==> src/rtl/uart_core_if.sv <==
// Stream-side bundle for uart_core: the TX word handshake and the RX FIFO
// read side. Signal names are seen from the UART: I_* enter it, O_* leave it.
interface uart_core_if #(
  parameter int DATA_BITS  = 8,
  parameter int FIFO_DEPTH = 16
);
  localparam int CNT_W = $clog2(FIFO_DEPTH) + 1;

  logic [DATA_BITS-1:0] I_TX_DATA;
  logic                 I_TX_VALID;
  logic                 O_TX_READY;
  logic [DATA_BITS-1:0] O_RX_DATA;
  logic                 O_RX_VALID;
  logic                 I_RX_READY;
  logic [CNT_W-1:0]     O_RX_COUNT;

  // The UART itself
  modport slave (
    input  I_TX_DATA, I_TX_VALID, I_RX_READY,
    output O_TX_READY, O_RX_DATA, O_RX_VALID, O_RX_COUNT
  );

  // The producer/consumer driving the UART
  modport master (
    output I_TX_DATA, I_TX_VALID, I_RX_READY,
    input  O_TX_READY, O_RX_DATA, O_RX_VALID, O_RX_COUNT
  );
endinterface

==> src/rtl/uart_core.sv <==
// UART core: shared 16x oversample tick, RX deserialiser feeding a
// first-word-fall-through FIFO, and an independent TX serialiser.
module uart_core #(
  parameter int CLK_DIV    = 27,
  parameter int DATA_BITS  = 8,
  parameter int PARITY     = 0,
  parameter int STOP_BITS  = 1,
  parameter int FIFO_DEPTH = 16
) (
  input  logic          I_CLK,
  input  logic          I_RSTF,
  input  logic          I_RX,
  output logic          O_TX,
  output logic          O_PARITY_ERR,
  output logic          O_FRAME_ERR,
  output logic          O_OVERRUN,
  uart_core_if.slave    bus
);
  localparam int PTR_W = $clog2(FIFO_DEPTH);
  localparam int CNT_W = PTR_W + 1;
  localparam logic [15:0] DIV_M1   = 16'(CLK_DIV - 1);
  localparam logic [3:0]  LAST_BIT = 4'(DATA_BITS - 1);
  localparam logic [3:0]  LAST_STP = 4'(STOP_BITS - 1);
  localparam logic [CNT_W-1:0] FULL_CNT = CNT_W'(FIFO_DEPTH);

  typedef enum logic [2:0] {S_IDLE, S_START, S_DATA, S_PARITY, S_STOP} state_t;

  // ---------------- tick generator ----------------
  logic [15:0] tick_cnt_q, tick_cnt_d;
  logic        tick;

  // Free-running divider; tick is the terminal count, one cycle per wrap
  always_comb begin
    tick       = (tick_cnt_q == DIV_M1);
    tick_cnt_d = tick ? 16'd0 : tick_cnt_q + 16'd1;
  end

  // Divider register
  always_ff @(posedge I_CLK or negedge I_RSTF) begin
    if (!I_RSTF) tick_cnt_q <= '0;
    else         tick_cnt_q <= tick_cnt_d;
  end

  // ---------------- RX synchroniser ----------------
  // rx_prev_q doubles as the "line has been high" flag: a start is only
  // seen on a 1->0 step, so a line stuck low after a framing error is ignored.
  logic rx_meta_q, rx_sync_q, rx_prev_q;

  // Two-flop synchroniser plus one-cycle history for edge detection
  always_ff @(posedge I_CLK or negedge I_RSTF) begin
    if (!I_RSTF) begin
      rx_meta_q <= 1'b1;
      rx_sync_q <= 1'b1;
      rx_prev_q <= 1'b1;
    end else begin
      rx_meta_q <= I_RX;
      rx_sync_q <= rx_meta_q;
      rx_prev_q <= rx_sync_q;
    end
  end

  // ---------------- RX FSM ----------------
  state_t               rx_state_q, rx_state_d;
  logic [3:0]           rx_tcnt_q, rx_tcnt_d;
  logic [3:0]           rx_bit_q, rx_bit_d;
  logic [DATA_BITS-1:0] rx_shift_q, rx_shift_d;
  logic                 rx_par_bad_q, rx_par_bad_d;
  logic                 rx_stop_bad_q, rx_stop_bad_d;
  logic                 rx_push, rx_stop_low, rx_sample;
  logic                 parity_err_q, parity_err_d;
  logic                 frame_err_q, frame_err_d;

  // RX next state: mid-start resample at tick 8, then one sample per 16 ticks
  always_comb begin
    rx_state_d    = rx_state_q;
    rx_tcnt_d     = rx_tcnt_q;
    rx_bit_d      = rx_bit_q;
    rx_shift_d    = rx_shift_q;
    rx_par_bad_d  = rx_par_bad_q;
    rx_stop_bad_d = rx_stop_bad_q;
    rx_push       = 1'b0;
    parity_err_d  = 1'b0;
    frame_err_d   = 1'b0;
    rx_stop_low   = rx_stop_bad_q | ~rx_sync_q;
    rx_sample     = tick && (rx_tcnt_q == 4'd15);
    case (rx_state_q)
      S_IDLE: begin
        if (rx_prev_q && !rx_sync_q) begin
          rx_state_d = S_START;
          rx_tcnt_d  = 4'd0;
        end
      end
      S_START: begin
        if (tick) begin
          if (rx_tcnt_q == 4'd7) begin
            rx_tcnt_d = 4'd0;
            if (!rx_sync_q) begin
              rx_state_d    = S_DATA;
              rx_bit_d      = 4'd0;
              rx_par_bad_d  = 1'b0;
              rx_stop_bad_d = 1'b0;
            end else begin
              rx_state_d = S_IDLE;
            end
          end else begin
            rx_tcnt_d = rx_tcnt_q + 4'd1;
          end
        end
      end
      S_DATA: begin
        if (tick) rx_tcnt_d = rx_tcnt_q + 4'd1;
        if (rx_sample) begin
          rx_shift_d = {rx_sync_q, rx_shift_q[DATA_BITS-1:1]};
          rx_bit_d   = rx_bit_q + 4'd1;
          if (rx_bit_q == LAST_BIT) begin
            rx_bit_d   = 4'd0;
            rx_state_d = (PARITY != 0) ? S_PARITY : S_STOP;
          end
        end
      end
      S_PARITY: begin
        if (tick) rx_tcnt_d = rx_tcnt_q + 4'd1;
        if (rx_sample) begin
          // XOR over data+parity is 1 for odd ones count
          rx_par_bad_d = (PARITY == 1) ? ~(^{rx_shift_q, rx_sync_q})
                                       :  (^{rx_shift_q, rx_sync_q});
          rx_state_d   = S_STOP;
        end
      end
      S_STOP: begin
        if (tick) rx_tcnt_d = rx_tcnt_q + 4'd1;
        if (rx_sample) begin
          if (rx_bit_q == LAST_STP) begin
            rx_bit_d   = 4'd0;
            rx_state_d = S_IDLE;
            if (rx_stop_low)       frame_err_d  = 1'b1;
            else if (rx_par_bad_q) parity_err_d = 1'b1;
            else                   rx_push      = 1'b1;
          end else begin
            rx_stop_bad_d = rx_stop_low;
            rx_bit_d      = rx_bit_q + 4'd1;
          end
        end
      end
      default: rx_state_d = S_IDLE;
    endcase
  end

  // RX state registers and registered error pulses
  always_ff @(posedge I_CLK or negedge I_RSTF) begin
    if (!I_RSTF) begin
      rx_state_q    <= S_IDLE;
      rx_tcnt_q     <= '0;
      rx_bit_q      <= '0;
      rx_shift_q    <= '0;
      rx_par_bad_q  <= 1'b0;
      rx_stop_bad_q <= 1'b0;
      parity_err_q  <= 1'b0;
      frame_err_q   <= 1'b0;
    end else begin
      rx_state_q    <= rx_state_d;
      rx_tcnt_q     <= rx_tcnt_d;
      rx_bit_q      <= rx_bit_d;
      rx_shift_q    <= rx_shift_d;
      rx_par_bad_q  <= rx_par_bad_d;
      rx_stop_bad_q <= rx_stop_bad_d;
      parity_err_q  <= parity_err_d;
      frame_err_q   <= frame_err_d;
    end
  end

  // ---------------- RX FIFO ----------------
  logic [DATA_BITS-1:0] fifo_mem_q [FIFO_DEPTH];
  logic [PTR_W-1:0]     wr_ptr_q, wr_ptr_d, rd_ptr_q, rd_ptr_d;
  logic [CNT_W-1:0]     count_q, count_d;
  logic                 overrun_q, overrun_d;
  logic                 fifo_full, push_ok, pop;

  // Fullness is judged before the same-cycle pop, so a push into a full
  // FIFO is dropped even if the consumer frees a slot in that cycle.
  always_comb begin
    fifo_full = (count_q == FULL_CNT);
    push_ok   = rx_push && !fifo_full;
    overrun_d = rx_push && fifo_full;
    pop       = (count_q != '0) && bus.I_RX_READY;
    wr_ptr_d  = wr_ptr_q + PTR_W'(push_ok);
    rd_ptr_d  = rd_ptr_q + PTR_W'(pop);
    count_d   = count_q + CNT_W'(push_ok) - CNT_W'(pop);
  end

  // FIFO pointers, occupancy and overrun pulse
  always_ff @(posedge I_CLK or negedge I_RSTF) begin
    if (!I_RSTF) begin
      wr_ptr_q  <= '0;
      rd_ptr_q  <= '0;
      count_q   <= '0;
      overrun_q <= 1'b0;
    end else begin
      wr_ptr_q  <= wr_ptr_d;
      rd_ptr_q  <= rd_ptr_d;
      count_q   <= count_d;
      overrun_q <= overrun_d;
    end
  end

  // FIFO storage; contents need no reset since count gates visibility
  always_ff @(posedge I_CLK) begin
    if (push_ok) fifo_mem_q[wr_ptr_q] <= rx_shift_q;
  end

  assign bus.O_RX_DATA  = fifo_mem_q[rd_ptr_q];
  assign bus.O_RX_VALID = (count_q != '0);
  assign bus.O_RX_COUNT = count_q;
  assign O_PARITY_ERR   = parity_err_q;
  assign O_FRAME_ERR    = frame_err_q;
  assign O_OVERRUN      = overrun_q;

  // ---------------- TX FSM ----------------
  state_t               tx_state_q, tx_state_d;
  logic [3:0]           tx_tcnt_q, tx_tcnt_d;
  logic [3:0]           tx_bit_q, tx_bit_d;
  logic [DATA_BITS-1:0] tx_shift_q, tx_shift_d;
  logic                 tx_par_q, tx_par_d;
  logic                 tx_q, tx_d;
  logic                 tx_ready_q, tx_ready_d;
  logic                 tx_bit_end;

  // TX next state: each line level is held for 16 ticks of the shared divider
  always_comb begin
    tx_state_d = tx_state_q;
    tx_tcnt_d  = tx_tcnt_q;
    tx_bit_d   = tx_bit_q;
    tx_shift_d = tx_shift_q;
    tx_par_d   = tx_par_q;
    tx_d       = tx_q;
    tx_ready_d = tx_ready_q;
    tx_bit_end = tick && (tx_tcnt_q == 4'd15);
    if (tx_state_q != S_IDLE && tick) tx_tcnt_d = tx_tcnt_q + 4'd1;
    case (tx_state_q)
      S_IDLE: begin
        if (bus.I_TX_VALID && tx_ready_q) begin
          tx_shift_d = bus.I_TX_DATA;
          tx_par_d   = (PARITY == 1) ? ~(^bus.I_TX_DATA) : (^bus.I_TX_DATA);
          tx_state_d = S_START;
          tx_tcnt_d  = 4'd0;
          tx_bit_d   = 4'd0;
          tx_d       = 1'b0;
          tx_ready_d = 1'b0;
        end
      end
      S_START: begin
        if (tx_bit_end) begin
          tx_state_d = S_DATA;
          tx_d       = tx_shift_q[0];
          tx_shift_d = tx_shift_q >> 1;
        end
      end
      S_DATA: begin
        if (tx_bit_end) begin
          if (tx_bit_q == LAST_BIT) begin
            tx_bit_d = 4'd0;
            if (PARITY != 0) begin
              tx_state_d = S_PARITY;
              tx_d       = tx_par_q;
            end else begin
              tx_state_d = S_STOP;
              tx_d       = 1'b1;
            end
          end else begin
            tx_bit_d   = tx_bit_q + 4'd1;
            tx_d       = tx_shift_q[0];
            tx_shift_d = tx_shift_q >> 1;
          end
        end
      end
      S_PARITY: begin
        if (tx_bit_end) begin
          tx_state_d = S_STOP;
          tx_d       = 1'b1;
        end
      end
      S_STOP: begin
        if (tx_bit_end) begin
          if (tx_bit_q == LAST_STP) begin
            tx_state_d = S_IDLE;
            tx_bit_d   = 4'd0;
            tx_ready_d = 1'b1;
          end else begin
            tx_bit_d = tx_bit_q + 4'd1;
          end
        end
      end
      default: begin
        tx_state_d = S_IDLE;
        tx_d       = 1'b1;
        tx_ready_d = 1'b1;
      end
    endcase
  end

  // TX state registers; line and ready are registered outputs
  always_ff @(posedge I_CLK or negedge I_RSTF) begin
    if (!I_RSTF) begin
      tx_state_q <= S_IDLE;
      tx_tcnt_q  <= '0;
      tx_bit_q   <= '0;
      tx_shift_q <= '0;
      tx_par_q   <= 1'b0;
      tx_q       <= 1'b1;
      tx_ready_q <= 1'b1;
    end else begin
      tx_state_q <= tx_state_d;
      tx_tcnt_q  <= tx_tcnt_d;
      tx_bit_q   <= tx_bit_d;
      tx_shift_q <= tx_shift_d;
      tx_par_q   <= tx_par_d;
      tx_q       <= tx_d;
      tx_ready_q <= tx_ready_d;
    end
  end

  assign O_TX           = tx_q;
  assign bus.O_TX_READY = tx_ready_q;

endmodule

==> src/flat_wrapper.sv <==
// flat-port wrapper written by rule: the top's interface ports become plain ports
module uart_core_flat 
#(
  parameter int CLK_DIV    = 27,
  parameter int DATA_BITS  = 8,
  parameter int PARITY     = 0,
  parameter int STOP_BITS  = 1,
  parameter int FIFO_DEPTH = 16
)
  (I_CLK, I_RSTF, I_RX, O_TX, O_PARITY_ERR, O_FRAME_ERR, O_OVERRUN, bus_I_TX_DATA, bus_I_TX_VALID, bus_I_RX_READY, bus_O_TX_READY, bus_O_RX_DATA, bus_O_RX_VALID, bus_O_RX_COUNT);
  uart_core_if #(.DATA_BITS(DATA_BITS), .FIFO_DEPTH(FIFO_DEPTH)) bus_i ();
  input  logic I_CLK;
  input  logic I_RSTF;
  input  logic I_RX;
  output logic O_TX;
  output logic O_PARITY_ERR;
  output logic O_FRAME_ERR;
  output logic O_OVERRUN;
  input wire logic [$bits(bus_i.I_TX_DATA)-1:0] bus_I_TX_DATA;
  input wire logic [$bits(bus_i.I_TX_VALID)-1:0] bus_I_TX_VALID;
  input wire logic [$bits(bus_i.I_RX_READY)-1:0] bus_I_RX_READY;
  output wire logic [$bits(bus_i.O_TX_READY)-1:0] bus_O_TX_READY;
  output wire logic [$bits(bus_i.O_RX_DATA)-1:0] bus_O_RX_DATA;
  output wire logic [$bits(bus_i.O_RX_VALID)-1:0] bus_O_RX_VALID;
  output wire logic [$bits(bus_i.O_RX_COUNT)-1:0] bus_O_RX_COUNT;
  assign bus_i.I_TX_DATA = bus_I_TX_DATA;
  assign bus_i.I_TX_VALID = bus_I_TX_VALID;
  assign bus_i.I_RX_READY = bus_I_RX_READY;
  assign bus_O_TX_READY = bus_i.O_TX_READY;
  assign bus_O_RX_DATA = bus_i.O_RX_DATA;
  assign bus_O_RX_VALID = bus_i.O_RX_VALID;
  assign bus_O_RX_COUNT = bus_i.O_RX_COUNT;
  uart_core #(.CLK_DIV(CLK_DIV), .DATA_BITS(DATA_BITS), .PARITY(PARITY), .STOP_BITS(STOP_BITS), .FIFO_DEPTH(FIFO_DEPTH)) u_core (.I_CLK(I_CLK), .I_RSTF(I_RSTF), .I_RX(I_RX), .O_TX(O_TX), .O_PARITY_ERR(O_PARITY_ERR), .O_FRAME_ERR(O_FRAME_ERR), .O_OVERRUN(O_OVERRUN), .bus(bus_i));
endmodule
==> config.mk <==
export PLATFORM = sky130hd
export DESIGN_NAME = uart_core_flat
export DESIGN_NICKNAME = d
export VERILOG_FILES = /design/src/rtl/uart_core_if.sv /design/src/rtl/uart_core.sv /design/src/flat_wrapper.sv
export SDC_FILE = /design/constraint.sdc
export NUM_CORES = 1
export LEC_CHECK = 0
export CORE_AREA = 4 4 148 150
export DETAILED_ROUTE_END_ITERATION = 12
export DIE_AREA = 0 0 152 154
export PLACE_DENSITY = 0.61
export SLEW_MARGIN = 20
export SYNTH_ARGS = -nofsm -noshare
export SYNTH_HDL_FRONTEND = slang
export SYNTH_SLANG_ARGS = --single-unit
==> constraint.sdc <==
create_clock -name I_CLK -period 3.2 [get_ports I_CLK]
set_input_delay 0.32 -clock I_CLK [delete_from_list [all_inputs] [get_ports I_CLK]]
set_output_delay 0.32 -clock I_CLK [all_outputs]
set_load 0.005 [all_outputs]
# ---- After elaboration in Yosys (flattened, before gate mapping)
# Memories as Yosys holds them, arrays and structs flattened.
# Cells that the tools add are included.
# Widths: inputs -> output; s select.
dict set report totals {
  out_inout_bits 19
  ramBits 128
  input_bits 13
  reg_bits 77
  mem_count 1
}
# memory depth width read_ports rd_ports_with_merged_regs write_ports line_no
set memory_table {}
lappend memory_table {u_core.fifo_mem_q 16 8 1 0 1 uart_core.sv:173} ;# logic [DATA_BITS-1:0] fifo_mem_q [FIFO_DEPTH];
dict set report classes {
  n_mux 79
  eq_ne 34
  reduce_logical 36
  addsub 9
  bitwise_logic 4
}
# op n
set ops {}
lappend ops {{$mux 4} 19}
lappend ops {{$mux 3} 15}
lappend ops {{$pmux 4 s3} 3}
lappend ops {{$mux 8} 4}
lappend ops {{$ne 2x1->1 const B} 16}
lappend ops {{$pmux 3 s5} 2}
lappend ops {{$mux 1} 29}
lappend ops {{$pmux 8 s3} 1}
lappend ops {{$add 16x1->16 const B} 1}
lappend ops {{$add 4x1->4 const B} 4}
lappend ops {{$eq 16x5->1 const B} 1}
lappend ops {{$mux 16} 1}
lappend ops {{$reduce_and 5->1} 3}
lappend ops {{$reduce_bool 3->1} 5}
lappend ops {{$eq 3x2->1 const B} 4}
lappend ops {{$eq 4x3->1 const B} 3}
lappend ops {{$reduce_and 4->1} 3}
lappend ops {{$reduce_and 6->1} 2}
lappend ops {{$reduce_xor 9->1} 1}
lappend ops {{$add 4x1->4} 2}
lappend ops {{$eq 4x4->1 const B} 2}
lappend ops {{$logic_and 1x1->1} 8}
lappend ops {{$logic_not 4->1} 2}
lappend ops {{$reduce_and 8->1} 1}
lappend ops {{19 further kinds} 30}

# ---- Logic depth before layout (Yosys ltp)
dict set report depth {
  word_depth 9
  mapped_depth 13
  mapped_depth_nobuf 12
}

# ---- Worst setup path before layout
# OpenSTA, ideal clock, no wires.
dict set report synth_timing {
  kind {register -> register}
  start {register u_core.count_q[3] (netlist: u_core.bus.O_RX_COUNT[3])}
  end {register u_core.count_q[4] (netlist: u_core.bus.O_RX_COUNT[4])}
  setup_ps 123
  path_stages_with_launch 13
  arrival_ps 2658
  slack_ps 419
  required_ps 3077
  path_cell_list {dfrtp_1 inv_1 ha_1 or4b_2 and2_1 ha_1 inv_1 ha_1 fa_1 a21oi_1 nor2_1 nor2_1 xnor2_1}
}
dict set report synth_between {
  elab_cells_between_ends 7
  cone_classes {add/sub (2); eq/ne (1); reduce/logical (4)}
}
# element line_no
set synth_lines {}
lappend synth_lines {{from (decl)} uart_core.sv:175} ;# logic [CNT_W-1:0] count_q, count_d;
lappend synth_lines {{from (signal assigned)} uart_core.sv:201} ;# count_q <= count_d;
lappend synth_lines {{$reduce_bool 5->1} n/a}
lappend synth_lines {{via bus_O_RX_VALID} flat_wrapper.sv:24} ;# output wire logic [$bits(bus_i.O_RX_VALID)-1:0] bus_O_RX_VALID;
lappend synth_lines {{$logic_and 1x1->1} uart_core.sv:185} ;# pop = (count_q != '0) && bus.I_RX_READY;
lappend synth_lines {{$sub 5x1->5} uart_core.sv:188} ;# count_d = count_q + CNT_W'(push_ok) - CNT_W'(pop);
lappend synth_lines {{via u_core.count_d[4]} uart_core.sv:175}
# The timed path passes the listed nets, and every way through them passes these cells.
# A chain may end at the register's enable or synchronous reset.

# ---- Worst setup path after layout
dict set report layout_timing {
  start {register u_core.rd_ptr_q[2]}
  end {output bus_O_RX_DATA[3]}
}
dict set report layout_between {
  elab_chain_cells 1
}
# element line_no
set layout_lines {}
lappend layout_lines {{from (decl)} uart_core.sv:174} ;# logic [PTR_W-1:0] wr_ptr_q, wr_ptr_d, rd_ptr_q, rd_ptr_d;
lappend layout_lines {{from (signal assigned)} uart_core.sv:200} ;# rd_ptr_q <= rd_ptr_d;
lappend layout_lines {{$mem_v2 16x8} n/a}
lappend layout_lines {{to (decl)} flat_wrapper.sv:23} ;# output wire logic [$bits(bus_i.O_RX_DATA)-1:0] bus_O_RX_DATA;
# No other way between the ends.

==> results by group <==
Status
  • Status: complete, no violations

Detailed routing
  • Via density: about 5.5
  • Routed wire per std cell: about 18 microns
  • Initial drt markers: approximately 230
  • 1st-pass router iterations: 4
  • Top Layer Used: met4
  • Via count: approximately 5.5k
  • Residual DRC count: 0
  • Final wirelength: 18300 microns
  • Met2 routed WL: slightly above 9000 microns
  • Met3 WL: around 560 microns
  • M1 WL: 7840 microns
  • Post-route antenna net violation count: 0

Place
  • Post-DP HPWL: 12500 microns
  • Port Buffers: 31
  • Post-DP Area: between 9000 and 10000 sq um
  • Final GP Congestion: roughly 0.8

Finish
  • Fraction of layout cells with a size suffix above 1: a little under a fifth
  • Ant. Diodes: 0
  • Area grow syn2layout: 17.9%
  • Design area: roughly 11000 sq um
  • Final core utilization: 52.1%
  • Final nets: 740

Setup path
  • FF-to-FF End: u_core.bus.O_RX_COUNT[4]
  • CP startpoint kind: flip-flop
  • Crit-path max FO: 16
  • Worst R2R Path Depth: 12
  • Crit path DAT: around 2.7 ns
  • Reg-to-Reg Start: u_core.bus.O_RX_COUNT[2]
  • Worst R2R Setup Slack: about 0.22 ns
  • CP required: about 2.9 ns
  • Crit end category: output port
  • WS Path Type: flip-flop to output port

Synth
  • Syn Area/Cell: 14.2 sq um
  • FF+latch count, synth: 205
  • Synth Net Count: about 670
  • Syn Inst Count: 642
  • Mapped cell area: 9140 sq um
  • Distinct cells, synth: between 60 and 70
  • Seq/Total Area, Yosys: between 60% and 70%
  • Post-synth EDFFs: 128
  • Yosys Warn Count: 0
  • Async S/R FF share, synth: ~38%
  • Top_reg_cell synth: edfxtp_1

Clock tree
  • CTS root buffer: clkbuf_16
  • H-tree level count: 1
  • CTS tree: done
  • Worst skew pair latency: 0.51 ns
  • Clk sink count: around 210
  • Clk slew on worst S/H paths: around 0.06 ns
  • CTS buffer count: 23
  • Max Root-Sink Buffers: 3

Timing
  • Hold Fails Final Rpt: 0
  • Period utilisation layout: a little over nine tenths
  • Slew Viols, Final: 0
  • Slew headroom: ~47%
  • WHS: ~0.22 ns
  • Max Fclk: between 300 and 400 MHz
  • Endpoints failing setup: 0
  • Crit path time final: 3.01 ns
  • RSZ-0062 raised after global routing: no
  • Clock Skew: ~0.019 ns
  • Tightest Pin Transition: between 0.7 and 0.8 ns
  • TNS Setup: 0 ns

Floorplanning
  • I/O pin total: 32
  • Die width: 152 microns
  • Row count: between 50 and 60
  • DIE HEIGHT: 154 microns
  • Initial core utilization: around 44%
  • Core Footprint: 20700 sq um
  • Die area: around 23000 sq um

Hold path
  • Hold wc startpoint: I_RX
  • Hold WC Path Type: input pin to flip-flop
  • Hold Path End: u_core.rx_meta_q
  • Hold Crit Depth: 1

GRT
  • Initial antenna violation count: 0
  • Total grt overflow: 0
  • Largest net degree at the start of global routing: 63
  • Vias in the first global route: 5476
  • Global Route Usage Sum: between 10% and 20%
  • First-pass GRT wire length: roughly 29000 microns

Pwr
  • Worst vdd ir: 458 uV
  • PwrDens: approximately 680 nW/um^2
  • Leak: roughly 0.0038 uW

Job
  • Max Cap Viol: 0
Yosys cell counts, types with 4 or more instances:
cell,count,share of area [%]
nor2b_1,6,0.41
nor3_1,14,0.77
a22oi_1,9,0.74
dfstp_2,5,1.4
nor2_1,35,1.4
mux4_2,16,3.9
xnor2_1,19,1.8
xor2_1,10,0.96
a21oi_1,17,0.93
ha_1,18,2.5
edfxtp_1,128,42
nand2b_1,10,0.68
and4_1,6,0.58
clkbuf_1,18,0.74
dfrtp_1,72,20
inv_1,20,0.82
mux2_2,26,3.2
and3_1,7,0.48
nand2_1,29,1.2
mux2i_1,36,3.9
o21ai_0,28,1.5
and2_1,5,0.34
a221oi_1,17,1.6
nand4_1,10,0.68
nand3_1,16,0.88
o31ai_1,4,0.33
buf_2,5,0.27
cells by family after synthesis:
logic type,after synthesis,share of synthesized area (%)
AND/OR/NAND/NOR,162,10.0
AO/OA/AOI/OAI,102,7.83
buffers and inverters,46,2.12
flip-flops,205,63.2
multiplexers,78,11.1
XOR/XNOR,30,3.03
adder cells (fa/ha/maj),19,2.68
critical path, cell delays in order (launching register included):
cell and delay, ns:
dfrtp_1 0.54, nor2b_2 0.62, a221oi_1 0.24, a22oi_1 0.25
nand2_1 0.07, clkdlybuf4s50_1 0.45
area by class of cell:
type | count | area, sq um
well taps | 275 | 344
inverters | 20 | 75.1
repair buffers | 67 | 584
multi-input cells | 391 | 3170
clock inverters | 16 | 238
flip-flops and latches | 205 | 5780
clock buffers | 25 | 583
fillers | 1724 | 9920
placed cells by master (no fill, tap or decap), types with 4 or more instances in the layout:
cell type,instances
edfxtp_1,128
dfrtp_1,71
mux2i_1,36
nor2_1,35
buf_4,35
clkdlybuf4s50_1,30
nand2_1,29
o21ai_0,28
mux2_2,26
clkbuf_16,23
inv_1,20
xnor2_1,19
ha_1,18
a21oi_1,17
a221oi_1,17
nand3_1,16
mux4_2,16
nor3_1,14
nand2b_1,10
nand4_1,10
xor2_1,10
a22oi_1,9
and3_1,7
and4_1,6
bufinv_16,6
clkinv_1,6
and2_1,5
nor2b_1,5
dfstp_2,5
o31ai_1,4
flip-flops by register name, summed over array words and instances, names as in the netlist, 3 cells and up:
register	flops
u_core.bus.O_RX_COUNT	5
u_core.fifo_mem_q	128
u_core.rd_ptr_q	4
u_core.rx_bit_q	4
u_core.rx_shift_q	8
u_core.rx_state_q	3
u_core.rx_tcnt_q	4
u_core.tick_cnt_q	16
u_core.tx_bit_q	4
u_core.tx_shift_q	8
u_core.tx_state_q	3
u_core.tx_tcnt_q	4
u_core.wr_ptr_q	4
repair_timing:
action,CTS,global route
setup buffers,0,7
setup endpoints to repair,8,6
hold buffers,1,0
resized for setup,2,1
endpoints found under the hold margin,56,0
report_power, final:
part           switching, uW  internal, uW  leakage (uW)
combinational            727           725       0.00152
sequential               135          2890       0.00184
clock                   1010          1800      0.000402
total                   1870          5410       0.00376
routing by layer:
layer / track usage (%) / vias up
met2: 27.1 / 95
met5: 0 / -
li1: - / 2594
met1: 19.7 / 2745
met3: 2.45 / 35
met4: 5.86 / 0
per-stage QoR:
stage	std cells	power [uW]	setup slack (ns)
global placement	950	4420	0.388
floorplan	642	4020	0.419
global route	999	7670	0.00782
CTS	992	7320	0.0400
finish	999	7290	0.192
detailed placement	950	4460	0.229
worst max path at each step:
stage	slack (ns)	from	endpoint	depth (start not counted)
3_5_place_dp	0.23	u_core.bus.O_RX_COUNT[3]	u_core.bus.O_RX_COUNT[4]	12
5_1_grt	0.008	u_core.bus.O_RX_COUNT[3]	u_core.bus.O_RX_COUNT[4]	12
2_1_floorplan	0.42	u_core.bus.O_RX_COUNT[3]	u_core.bus.O_RX_COUNT[4]	12
6_report	0.19	u_core.rd_ptr_q[2]	bus_O_RX_DATA[3]	5
4_1_cts	0.04	u_core.rd_ptr_q[0]	bus_O_RX_DATA[6]	6
3_3_place_gp	0.39	u_core.bus.O_RX_COUNT[3]	u_core.bus.O_RX_COUNT[4]	12
Power figures use the tool's default switching activity.
